===== src/rtl/mapping_post_quant.sv =====
//==============================================================================
// Module      : mapping_post_quant
// Description : Bias add, rounding shift and ReLU/saturate of PE results,
//               buffered two vectors deep and streamed three bytes per beat.
// Revision    : 1.0 - initial release
//==============================================================================
`default_nettype none

module mapping_post_quant #(
    parameter int                   NUM_CH    = 12,
    parameter int                   OUT_SHIFT = 7,
    parameter logic [NUM_CH*16-1:0] BIAS      = '0
) (
    input  logic                 i_clk,
    input  logic                 i_rstn,
    input  logic [NUM_CH*24-1:0] i_result,
    input  logic                 i_valid,
    output logic [23:0]          o_data,
    output logic                 o_valid,
    input  logic                 i_ready,
    output logic                 o_last,
    output logic                 o_overflow
);

    localparam int                NUM_BEATS   = NUM_CH / 3;
    localparam int                K_W         = (NUM_BEATS > 1) ? $clog2(NUM_BEATS) : 1;
    localparam logic [K_W-1:0]    c_LAST_BEAT = K_W'(NUM_BEATS - 1);
    localparam logic signed [26:0] c_RND      = 27'sd1 <<< (OUT_SHIFT - 1);

    localparam logic [0:0] c_IDLE   = 1'b0;
    localparam logic [0:0] c_STREAM = 1'b1;

    logic                  r_va;
    logic                  r_vb;
    logic [NUM_CH*8-1:0]   w_q;
    logic [NUM_CH*8-1:0]   r_q_b;

    generate
        for (genvar c = 0; c < NUM_CH; c++) begin : g_ch
            logic signed [25:0] w_sum;
            logic signed [25:0] r_sum_a;
            logic signed [26:0] w_rnd;
            logic signed [26:0] w_shr;

            assign w_sum = {{2{i_result[24*c+23]}}, i_result[24*c +: 24]}
                         + {{10{BIAS[16*c+15]}}, BIAS[16*c +: 16]};

            always_ff @(posedge i_clk or negedge i_rstn) begin
                if (!i_rstn) begin
                    r_sum_a <= '0;
                end else if (i_valid) begin
                    r_sum_a <= w_sum;
                end
            end

            // One guard bit keeps the rounding add from wrapping near full scale
            assign w_rnd = {r_sum_a[25], r_sum_a} + c_RND;
            assign w_shr = w_rnd >>> OUT_SHIFT;
            assign w_q[8*c +: 8] = (w_shr < 0)          ? 8'd0  :
                                   (w_shr > 27'sd255)   ? 8'hFF : w_shr[7:0];
        end
    endgenerate

    always_ff @(posedge i_clk or negedge i_rstn) begin
        if (!i_rstn) begin
            r_va  <= 1'b0;
            r_vb  <= 1'b0;
            r_q_b <= '0;
        end else begin
            r_va <= i_valid;
            r_vb <= r_va;
            if (r_va) begin
                r_q_b <= w_q;
            end
        end
    end

    logic [NUM_CH*8-1:0] r_mem [2];
    logic                r_wr_ptr;
    logic                r_rd_ptr;
    logic [1:0]          r_count;
    logic [K_W-1:0]      r_k;
    logic                r_overflow;
    logic [0:0]          r_state;
    logic [0:0]          w_state_nxt;
    logic                w_hs;
    logic                w_pop;
    logic                w_full;
    logic                w_push;
    logic                w_drop;
    logic [1:0]          w_count_nxt;
    logic [NUM_CH*8-1:0] w_head;

    assign w_hs        = o_valid && i_ready;
    assign w_pop       = w_hs && (r_k == c_LAST_BEAT);
    assign w_full      = (r_count == 2'd2);
    // A full buffer still accepts a write when the head leaves in the same cycle
    assign w_push      = r_vb && (!w_full || w_pop);
    assign w_drop      = r_vb && w_full && !w_pop;
    assign w_count_nxt = r_count + {1'b0, w_push} - {1'b0, w_pop};
    assign w_head      = r_mem[r_rd_ptr];

    always_ff @(posedge i_clk or negedge i_rstn) begin
        if (!i_rstn) begin
            r_mem[0]   <= '0;
            r_mem[1]   <= '0;
            r_wr_ptr   <= 1'b0;
            r_rd_ptr   <= 1'b0;
            r_count    <= 2'd0;
            r_k        <= '0;
            r_overflow <= 1'b0;
        end else begin
            if (w_push) begin
                r_mem[r_wr_ptr] <= r_q_b;
                r_wr_ptr        <= ~r_wr_ptr;
            end
            if (w_pop) begin
                r_rd_ptr <= ~r_rd_ptr;
            end
            r_count <= w_count_nxt;
            if (w_drop) begin
                r_overflow <= 1'b1;
            end
            if (w_hs) begin
                r_k <= w_pop ? '0 : r_k + 1'b1;
            end
        end
    end

    always_ff @(posedge i_clk or negedge i_rstn) begin
        if (!i_rstn) begin
            r_state <= c_IDLE;
        end else begin
            r_state <= w_state_nxt;
        end
    end

    always_comb begin
        w_state_nxt = r_state;
        case (r_state)
            c_IDLE: begin
                if (w_count_nxt != 2'd0) begin
                    w_state_nxt = c_STREAM;
                end
            end
            c_STREAM: begin
                if (w_pop && (w_count_nxt == 2'd0)) begin
                    w_state_nxt = c_IDLE;
                end
            end
            default: w_state_nxt = c_IDLE;
        endcase
    end

    always_comb begin
        o_valid = (r_state == c_STREAM);
        o_last  = o_valid && (r_k == c_LAST_BEAT);
        o_data  = 24'd0;
        if (o_valid) begin
            for (int b = 0; b < NUM_BEATS; b++) begin
                if (r_k == K_W'(b)) begin
                    o_data = w_head[24*b +: 24];
                end
            end
        end
    end

    assign o_overflow = r_overflow;

endmodule

`default_nettype wire


===== config.mk =====
export PLATFORM = sky130hd
export DESIGN_NAME = mapping_post_quant
export DESIGN_NICKNAME = d
export VERILOG_FILES = /design/src/rtl/mapping_post_quant.sv
export SDC_FILE = /design/constraint.sdc
export NUM_CORES = 1
export LEC_CHECK = 0
export CORE_MARGIN = 4
export CORE_UTILIZATION = 51
export DETAILED_ROUTE_END_ITERATION = 10
export PLACE_DENSITY = 0.77
export SLEW_MARGIN = 15
export SYNTH_ARGS = -nofsm -noshare
export SYNTH_HDL_FRONTEND = slang
export SYNTH_SLANG_ARGS = --single-unit

===== constraint.sdc =====
create_clock -name i_clk -period 2.2 [get_ports i_clk]
set_input_delay 0.44 -clock i_clk [delete_from_list [all_inputs] [get_ports i_clk]]
set_output_delay 0.44 -clock i_clk [all_outputs]
set_load 0.05 [all_outputs]

==> flow_summary.ini <==
[setup_path]
worst-setup-path-type = flip-flop to output port
start_kind = flip-flop
critPathSlowestCell = dfrtp_4
critical_path.cell_chain = buf_12 > buf_16 > mux2i_1 > nor2_1 > a211oi_2 > buf_4 > a21oi_1 > o211a_4 > buf_6
slowest_delay_ns = 0.52
worstPathMaxFanout = 6
crit_required_ns = 1.76
crit_arrival_ns = 2.63
crit_path_end_kind = output port

[yosys]
synth_area_per_cell_um2 = 11.8
ys_ff_latch = 514
synth.cell_area_mm2 = 0.0250
synth_seq_area_share = 0.514
synth_fp_nets = 2426
synth-main-ff-cell = dfrtp_1
synth-edff-count = 0
netlist_instances = 2116
ys_types = 80
synth-async-reset-ratio = 1.00
synth.yosys.warnings = 0

[clocking]
clk_root_buffer_cell = clkbuf_16
numCtsBuffers = 56
h-tree-depth = 2
clock_latency_ns = 0.61
clockBufferDepth = 3
clkSlewWorstSetupHoldPaths_ns = 0.06
cts_tree = done
cts_sinks = 514

[layout]
fill_cells = 3306
instances_no_fill = 3226
multi_input_area_mm2 = 0.0126
design_area_mm2 = 0.0331
final_layout_size_suffix_gt1_frac = 0.350
seq_area_mm2 = 0.0129
nets = 2831
area_growth_pct = 32.0

[power_and_ir_drop]
pwr-share-comb = 0.438
power_frac_seq = 0.331
p_sw_frac = 0.351
pwr-share-clk = 0.232
p_int_mw = 27.2
ir_worst_vdd_mv = 1.12
switching_power_mw = 14.7
powerDensity_mw_per_mm2 = 1270
p_leak_nw = 13.4
finalPower_mw = 41.9

[drt]
num_vias = 19100
ant_nets = 0
avgViaCountPerCell = 5.92
drc = 0
drt_iter0_drc = 1305
first_pass_iters = 5
drt-total-wl_um = 68000
post_drt_wl_per_cell_um = 21.1

[global_routing]
grt_pass1_vias = 19700
track_usage = 0.244
antenna_found_initial = 3
grt_max_degree = 70
grt_pass1_wl_um = 105000
grt_overflow_total = 0

[timing]
finalSetupViolCount = 226
finalMaxSlewViolations = 0
slew_headroom = 0.625
hold_violations = 0
max_freq_ghz = 0.326
setup_ws_ns = -0.871
min_period_over_period = 1.40
fin_worst_skew_ns = 0.0221
tightest_slew_ns = 0.558
timing.final.crit_period_ns = 3.07
tns_ns = -59.47
rsz0062_at_grt = true

[min_path]
hp-class = primary input to async pin

[place]
placement.cell_area_mm2 = 0.0294
dp_hpwl_um = 45000
place.gp.congestion = 0.872
dpl_worst_slack_ns = -0.337
io_buffers = 246
dp_cells = 3073

[die]
rows = 80
pin_count = 319
die_area_mm2 = 0.0527
start_util = 0.520
dieWidth_um = 230
core-area_mm2 = 0.0481
chipHeight_um = 230

[status]
violations = setup timing
run_status = finished with violations

[job]
drv_cap = 0
## worst max-delay path: cells and delay by family, from the launching register on
kind	cells	cell delay, ns
and+or+nand+nor	1	0.09
DFF	1	0.52
AOI/OAI and AO/OA	3	0.57
muxes	1	0.23
buffers and inverters	4	0.60
## repair_timing
item                                    4_1_cts  5_1_grt
cloned                                        8        6
hold buffers                                  1        0
endpoints found under the setup margin       86      289
pin swaps                                    33       40
gates resized for setup                     136      117
hold endpoints to repair                     42        0
buffers inserted                             16       24
## final timing paths
check                                    from                  end  slack, ns  depth (start not counted)
min in group i_clk              i_result[231]  g_ch[9].r_sum_a[15]       0.41                          3
worst min register to register     o_overflow           o_overflow       0.48                          1
worst max-delay path                 r_rd_ptr           o_data[11]      -0.87                          9
worst min-delay path                   i_rstn           r_mem[112]       0.40                          2
max in group asynchronous              i_rstn   g_ch[4].r_sum_a[6]       0.90                          3
worst max register to register         r_k[0]           r_mem[139]      -0.30                         13
## cells in the final DEF, fill, tap and decap left out, drive strengths merged, types with 40 or more instances in the layout
| cell | n |
|---|---|
| clkdlybuf4s50 | 217 |
| mux2i | 83 |
| nor2 | 72 |
| dfrtp | 514 |
| nor3 | 40 |
| nand3 | 83 |
| xnor2 | 56 |
| mux2 | 417 |
| clkbuf | 91 |
| buf | 219 |
| a21oi | 91 |
| o21ai | 104 |
| nand2 | 119 |
## power groups by stage
stage / logic, mW / registers, mW / clock network [mW]
floorplan: 10.1 / 13.2 / 0
global placement: 14.5 / 13.6 / 0
detailed placement: 14.8 / 13.8 / 0
CTS: 17.1 / 13.7 / 9.87
global route: 19.2 / 14.1 / 10.3
finish: 18.4 / 13.9 / 9.73
## registers in the layout (all words and copies together), names as in the netlist
register / flops
g_ch.r_sum_a: 216
r_mem: 192
r_q_b: 96
r_count: 2
r_k: 2
o_overflow: 1
o_valid: 1
r_rd_ptr: 1
r_va: 1
r_vb: 1
r_wr_ptr: 1
## synthesized netlist by cell type, types with 5 or more instances
library cell	n	share of area
dfrtp_1	514	0.51
mux2_2	417	0.19
nand2_1	119	0.018
o21ai_0	102	0.020
a21oi_1	91	0.018
mux2i_1	83	0.033
nand3_1	82	0.016
nor2_1	71	0.011
clkbuf_1	65	0.0097
xnor2_1	56	0.020
nor3_1	39	0.0078
xor2_1	38	0.013
inv_1	35	0.0052
a31oi_1	34	0.0085
nand4_1	34	0.0085
and3_1	28	0.0070
a211oi_1	27	0.0081
o211a_1	24	0.0096
buf_2	22	0.0044
and4_1	19	0.0066
ha_1	18	0.0090
nor4_1	17	0.0042
or3_1	10	0.0025
a32oi_1	9	0.0031
buf_1	9	0.0013
a31o_2	8	0.0028
and2_1	8	0.0020
nand2b_1	8	0.0020
o2bb2ai_1	8	0.0028
nor3b_1	7	0.0021
o22ai_1	7	0.0017
a2bb2oi_1	6	0.0021
a41oi_1	6	0.0021
o31ai_1	6	0.0018
o211ai_1	5	0.0015
## routing by layer
layer	GRT usage	vias up	share of wire
met5	0	-	0
met4	0.0997	0	0.038
met3	0.0354	160	0.047
met2	0.410	578	0.49
met1	0.320	9698	0.43
li1	-	8652	-
## metrics by stage
step	hold WS [ns]	util
detailed placement	0.407	0.611
global route	0.407	0.686
finish	0.401	0.686
CTS	0.385	0.670
global placement	0.400	0.611
floorplan	0.144	-
## cells by family (layout without fill, tap and decap cells)
group | Yosys count | in the layout | synth area share
adder cells (fa/ha/maj) | 18 | 18 | 0.00900
AND/OR/NAND/NOR | 480 | 480 | 0.103
buffers and inverters | 133 | 585 | 0.0212
XOR/XNOR | 94 | 94 | 0.0329
other | 0 | 2 | 0
flip-flops | 514 | 514 | 0.514
AO/OA/AOI/OAI | 377 | 377 | 0.0997
multiplexers | 500 | 500 | 0.221
## final cells by class
cell class,count,area share
clock inverters,20,0.00731
repair buffers,444,0.142
diodes,2,0.000151
well taps,656,0.0248
inverters,36,0.00409
multi-input cells,1469,0.381
clock buffers,85,0.0512
flip-flops and latches,514,0.390
(Power assumes the default switching activity.)
==> patch 1, RTL diff (config.mk and constraints unchanged) <==
Set the parameter `NUM_CH` to 13 (it was 12).
--- a/src/rtl/mapping_post_quant.sv
+++ b/src/rtl/mapping_post_quant.sv
@@ -7,7 +7,7 @@
 `default_nettype none
 
 module mapping_post_quant #(
-    parameter int                   NUM_CH    = 12,
+    parameter int                   NUM_CH    = 13,
     parameter int                   OUT_SHIFT = 7,
     parameter logic [NUM_CH*16-1:0] BIAS      = '0
 ) (
Interface: changed (resized i_result); port bits go from 319 to 343. The function was not compared with the original's and may differ.
==> patch 1 against the unedited design <==
  * The run still ends with setup timing left
  * Power shrank 3.5%
  * Design area decreased by 1.4%
  * Synthesized cell count grew 0.71%
  * Die area shrank 0.12%
  * Area after synthesis decreased by 0.12%
  * Routed wire length decreased by 5.1%
  * Clock skew decreased by 0.0015 ns
  * Sequential cell count stayed put
  * Setup slack better by 0.095 ns
  * Cell count about the same
  * Critical path type unchanged
  * Critical endpoint is now o_data[3]
  * Largest power group unchanged
==> patch 1: results (changes against the unedited design) <==
stage;metric;value;unit;change
outcome;status;finished with violations;;
outcome;violations;setup timing;;
sta;setup_violations;25;;-89%
final_layout;n_antenna_cell;0;;-2
synthesis;synthArstFlopShare;100;%;unchanged
place;dp.cells;3097;;+0.78%
synthesis;yosys-top-cells-area;dfrtp_1 (51%), mux2_2 (18%), mux2i_1 (3.4%);;
critical_path;r2r_start;r_k[0];;
critical_path;r2r_setup_slack;0.03;ns;+0.33 ns
clock_tree;insertion_delay;0.61;ns;about the same
place;placed_cell_area;29600;um^2;+0.54%
grt;grt_pass1_wl;103;mm;-2.5%
sta;layout_setup_ws;-0.776;ns;+0.0949 ns
synthesis;yosys_warnings;0;;unchanged
critical_path;reg2reg_depth;10;;-3
synthesis;yosysSeqAreaShare;51.4;%;+0.062 points
place;post-place-ws;-0.225;ns;+0.112 ns
synthesis;synth_nets;2464;;+1.6%
place;place_congestion;0.884;;+1.3%
final_layout;layout.nets;2859;;+0.99%
drt;wl;64.5;mm;-5.1%
grt;grt_pass1_vias;19525;;-0.84%
sta;fin_skew;0.0206;ns;-0.00151 ns
sta;tns;-16.67;ns;+42.80 ns
critical_path;cp.arrival;2.54;ns;-0.09 ns
critical_path;crit_path_end;o_data[3];;
grt;grt_usage;23.5;%;-0.89 points
drt;drt_iter0_markers;1181;;-9.5%
clock_tree;numCtsBuffers;55;;-1.8%
critical_path;critPathMaxStageDelay;0.50;ns;-0.02 ns
drt;viasPerCell;5.83;;-1.5%
critical_path;crit_slowest_cell;dfrtp_4;;
critical_path;r2r-end;o_valid;;
power;ir_worst_vdd;0.000915;V;-18%
grt;grt_max_degree;85;;+21%
clock_tree;cts_resized;109;;-20%
final_layout;drive_above_1_share;34.8;%;-0.19 points
power;p_leak;13.1;nW;-2.2%
synthesis;syn_inst;2131;;+0.71%
sta;relSlewSlack;53.1;%;-9.4 points
critical_path;path_max_fanout;19;;+13
final_layout;final_cells;3224;;-0.062%
clock_tree;cts_setup_buffers;10;;-6
grt;grt_antenna_before_repair;1;;-2
drt;drt_pre_antenna_iters;6;;+1
clock_tree;cts_hold_buffers;1;;unchanged
synthesis;synth_common_cells;dfrtp_1 (514), mux2_2 (406), nand2_1 (126);;
synthesis;synthDistinctLibCells;79;;-1.3%
place;hpwl;44.0;mm;-2.2%
-- patch 1: worst min path at each step --
stage / endpoint / start / slack, ns
final: r_mem[155] / i_rstn / 0.34
after global routing: g_ch[5].r_sum_a[19] / i_valid / 0.35
after CTS: g_ch[5].r_sum_a[19] / i_valid / 0.31
after detailed placement: g_ch[4].r_sum_a[18] / i_rstn / 0.38
after global placement: g_ch[4].r_sum_a[18] / i_rstn / 0.38
after floorplan: g_ch[0].r_sum_a[10] / i_rstn / 0.14
-- patch 1: routing by layer --
layer	part of all wire, %	GRT usage [%]	up-vias	wire, um
li1	-	-	8672	-
met1	43	31.0	9514	27600
met2	50	40.7	486	32300
met3	4.2	3.29	119	2740
met4	2.9	7.11	2	1890
met5	0.020	0	-	13
-- patch 1: where the power goes --
group	total, W	internal [W]	switching, W
Combinational	0.0173	0.00865	0.00861
Sequential	0.0138	0.0119	0.00184
Clock	0.00942	0.00562	0.00381
Total	0.0405	0.0262	0.0143
-- patch 1: final cells by class --
cell class	instances	area, um^2
Clock buffer	79	1640
Clock inverter	20	218
Fill cell	3444	15600
Timing Repair Buffer	439	4500
Sequential cell	514	12900
Tap cell	656	821
Inverter	40	150
Multi-Input combinational cell	1476	12400
-- patch 1: cells by family (layout without fill, tap and decap cells) --
logic type / Yosys count / in the layout / share of synthesized area (%)
multiplexers: 490 / 490 / 21.6
flip-flops: 514 / 514 / 51.4
AO/OA/AOI/OAI: 361 / 361 / 9.77
XOR/XNOR: 89 / 89 / 3.12
buffers and inverters: 141 / 578 / 2.30
AND/OR/NAND/NOR: 519 / 519 / 10.9
adder cells (fa/ha/maj): 17 / 17 / 0.851
-- patch 1: critical path: cells and delay by family, from the launching register on --
family / cells / cell delay [ns]
mux: 1 / 0.35
flops: 1 / 0.50
compound gates: 3 / 0.56
buf+inv: 3 / 0.51
==> patch 2, RTL diff (config.mk and constraints unchanged) <==
Without the edit above. Make the reset (`i_rstn`) synchronous in 4 clocked blocks.
--- a/src/rtl/mapping_post_quant.sv
+++ b/src/rtl/mapping_post_quant.sv
@@ -45,7 +45,7 @@
             assign w_sum = {{2{i_result[24*c+23]}}, i_result[24*c +: 24]}
                          + {{10{BIAS[16*c+15]}}, BIAS[16*c +: 16]};
 
-            always_ff @(posedge i_clk or negedge i_rstn) begin
+            always_ff @(posedge i_clk) begin
                 if (!i_rstn) begin
                     r_sum_a <= '0;
                 end else if (i_valid) begin
@@ -61,7 +61,7 @@
         end
     endgenerate
 
-    always_ff @(posedge i_clk or negedge i_rstn) begin
+    always_ff @(posedge i_clk) begin
         if (!i_rstn) begin
             r_va  <= 1'b0;
             r_vb  <= 1'b0;
@@ -100,7 +100,7 @@
     assign w_count_nxt = r_count + {1'b0, w_push} - {1'b0, w_pop};
     assign w_head      = r_mem[r_rd_ptr];
 
-    always_ff @(posedge i_clk or negedge i_rstn) begin
+    always_ff @(posedge i_clk) begin
         if (!i_rstn) begin
             r_mem[0]   <= '0;
             r_mem[1]   <= '0;
@@ -127,7 +127,7 @@
         end
     end
 
-    always_ff @(posedge i_clk or negedge i_rstn) begin
+    always_ff @(posedge i_clk) begin
         if (!i_rstn) begin
             r_state <= c_IDLE;
         end else begin
Check against the original RTL: differs if i_rstn is asserted again (counterexample within 4 cycles, from zero or initial values and one cycle with i_rstn low); with i_rstn held inactive, the same outputs for 4 cycles.
==> patch 2 against the unedited design <==
  * The run still ends with setup timing left
  * Count of clock-buffer cells in the layout decreased by 10
  * Setup slack better by 0.16 ns
  * Non-clock buffer count is 14 higher
  * Area after synthesis shrank 2.7%
  * Design area about the same
  * Sequential cell count rose by 1
  * Clock skew grew 0.0060 ns
  * Routed wire length increased by 9.6%
Power is not compared: it rests on default switching activity, and its combinational part moved more than twofold at a synthesized area within 25%.
==> patch 2: results (changes against the unedited design) <==
stage;metric;value;unit;change
synthesis;synth_edf_count;192;;+192
clock_tree;clk_path_buf_depth;3;;unchanged
final_layout;drive_above_1_share;23.4;%;-12 points
synthesis;synthDistinctLibCells;83;;+3.8%
clock_tree;htree_levels;2;;unchanged
power;p_leak;12.8;nW;
outcome;status;finished with violations;;
synthesis;yosys-top-cells-area;dfxtp_1 (27%), edfxtp_1 (24%), mux2i_1 (12%);;
place;place_congestion;0.885;;+1.5%
min_path;whs_path_depth;3;;
drt;viasPerCell;5.96;;+0.79%
sta;setup_violations;393;;+74%
grt;grt_usage;24.8;%;+0.36 points
synthesis;yosysSeqAreaShare;50.2;%;-1.2 points
drt;drt_pre_antenna_iters;6;;+1
critical_path;path_max_fanout;7;;+1
grt;grt_pass1_vias;19081;;-3.1%
drt;wl;74.5;mm;+9.6%
place;hpwl;44.2;mm;-1.7%
critical_path;cp.arrival;2.47;ns;-0.16 ns
sta;layout_setup_ws;-0.713;ns;+0.158 ns
clock_tree;numCtsBuffers;53;;-5.4%
sta;fin_skew;0.0281;ns;+0.00597 ns
final_layout;layout.nets;3052;;+7.8%
outcome;violations;setup timing;;
critical_path;r2r_start;r_k[1];;
sta;relSlewSlack;55.1;%;-7.4 points
critical_path;crit_slowest_cell;dfxtp_4;;
critical_path;critPathMaxStageDelay;0.38;ns;-0.14 ns
critical_path;r2r-end;r_mem[1][68];;
grt;grt_max_degree;88;;+26%
critical_path;reg2reg_depth;11;;-2
power;ir_worst_vdd;0.000530;V;
synthesis;synth_flop_cell;dfxtp_1;;
synthesis;synth_common_cells;dfxtp_1 (323), nor2_1 (308), mux2i_1 (294);;
clock_tree;clkTransAtPathRegs;0.07;ns;
sta;holdWs;0.214;ns;-0.187 ns
drt;drt_iter0_markers;1947;;+49%
min_path;hp-class;primary input to register;;
place;port-buffer-count;246;;unchanged
job;max_cap_viol_count;0;;unchanged
critical_path;cp_top_family;compound AO/OA/AOI/OAI gates;;
min_path;worstHoldStart;i_valid;;
clock_tree;cts_hold_buffers;0;;-1
critical_path;r2r_setup_slack;-0.25;ns;+0.05 ns
final_layout;top_regs;g_ch.r_sum_a (216), r_mem (192), r_q_b (96);;
place;placed_cell_area;28500;um^2;-3.0%
final_layout;fillers;3166;;-4.2%
synthesis;synthArstFlopShare;0;%;-100 points
min_path;holdPathEnd;g_ch[10].r_sum_a[6];;
grt;grt_antenna_before_repair;0;;-3
grt;grt_pass1_wl;102;mm;-2.8%
synthesis;synth_nets;2665;;+9.9%
[patch 2: power breakdown]
part	switching [W]	internal [W]
clock network	0.00387	0.00575
registers	0.000585	0.0104
logic	0.00148	0.00149
[patch 2: cell families (layout without fill, tap and decap cells)]
family	Yosys count	after routing	synth area share (%)
and+or+nand+nor	881	882	18.7
xor gates and xnor gates	109	109	3.92
muxes	319	319	13.2
buffers and inverters	146	577	2.38
adders and majority gates	17	17	0.873
AOI/OAI and AO/OA	369	369	10.7
other	0	1	0
DFF	515	515	50.2
[patch 2: area by class of cell]
class                      count  area [um^2]  share of cell area (%)
inverter                      19         81.3                   0.246
timing repair buffer         458         5300                    16.0
sequential                   515        12300                    37.0
antenna                        1         2.50                 0.00757
clock inverter                25          274                   0.828
clock buffer                  75         1600                    4.83
multi-input combinational   1696        12800                    38.7
tap                          607          759                    2.30
[patch 2: repair_timing]
action / CTS / global route
gates cloned: 8 / 31
endpoints found under the setup margin: 27 / 313
buffers inserted: 21 / 29
pin swaps: 33 / 48
endpoints found under the hold margin: 0 / 0
resized for setup: 176 / 229
[patch 2: stage by stage]
stage,setup slack (ns),TNS (ns),utilization (%),instances
2_1_floorplan,-0.664,-92.46,-,2356
3_3_place_gp,-0.212,-35.89,60.9,3212
3_5_place_dp,-0.236,-48.91,60.9,3212
4_1_cts,-0.638,-14.39,67.3,3340
5_1_grt,-0.739,-63.57,70.6,3395
6_report,-0.713,-56.23,70.6,3396
[patch 2: per-layer routing]
metal	routed length, um	track usage [%]	part of all wire (%)	vias up
met3	5700	3.53	7.7	193
met1	29400	33.3	39	9799
li1	-	-	-	9330
met2	36400	42.0	49	931
met4	3000	7.46	4.0	0
met5	0	0	0	-
[patch 2: worst register-to-register path: stages (launching register included)]
cell and delay [ns]:
dfxtp_4 0.37, buf_6 0.11, buf_6 0.10, ha_4 0.22, buf_6 0.12, nand3_4 0.07
nand3_4 0.09, and2_4 0.15, buf_6 0.10, and3_4 0.26, nand2b_4 0.34, clkbuf_16 0.24
[patch 2: worst max-delay path by stage]
stage                     startpoint          end  slack, ns  cells past startpoint
final                         r_k[0]    o_data[5]      -0.71                      9
after global routing        register   o_data[13]      -0.74                      9
after CTS                   register   o_data[23]      -0.64                      7
after detailed placement      i_rstn    r_q_b[12]      -0.24                      6
after global placement       i_ready      o_valid      -0.21                     10
after floorplan               r_k[1]  r_mem[0][0]      -0.66                      6
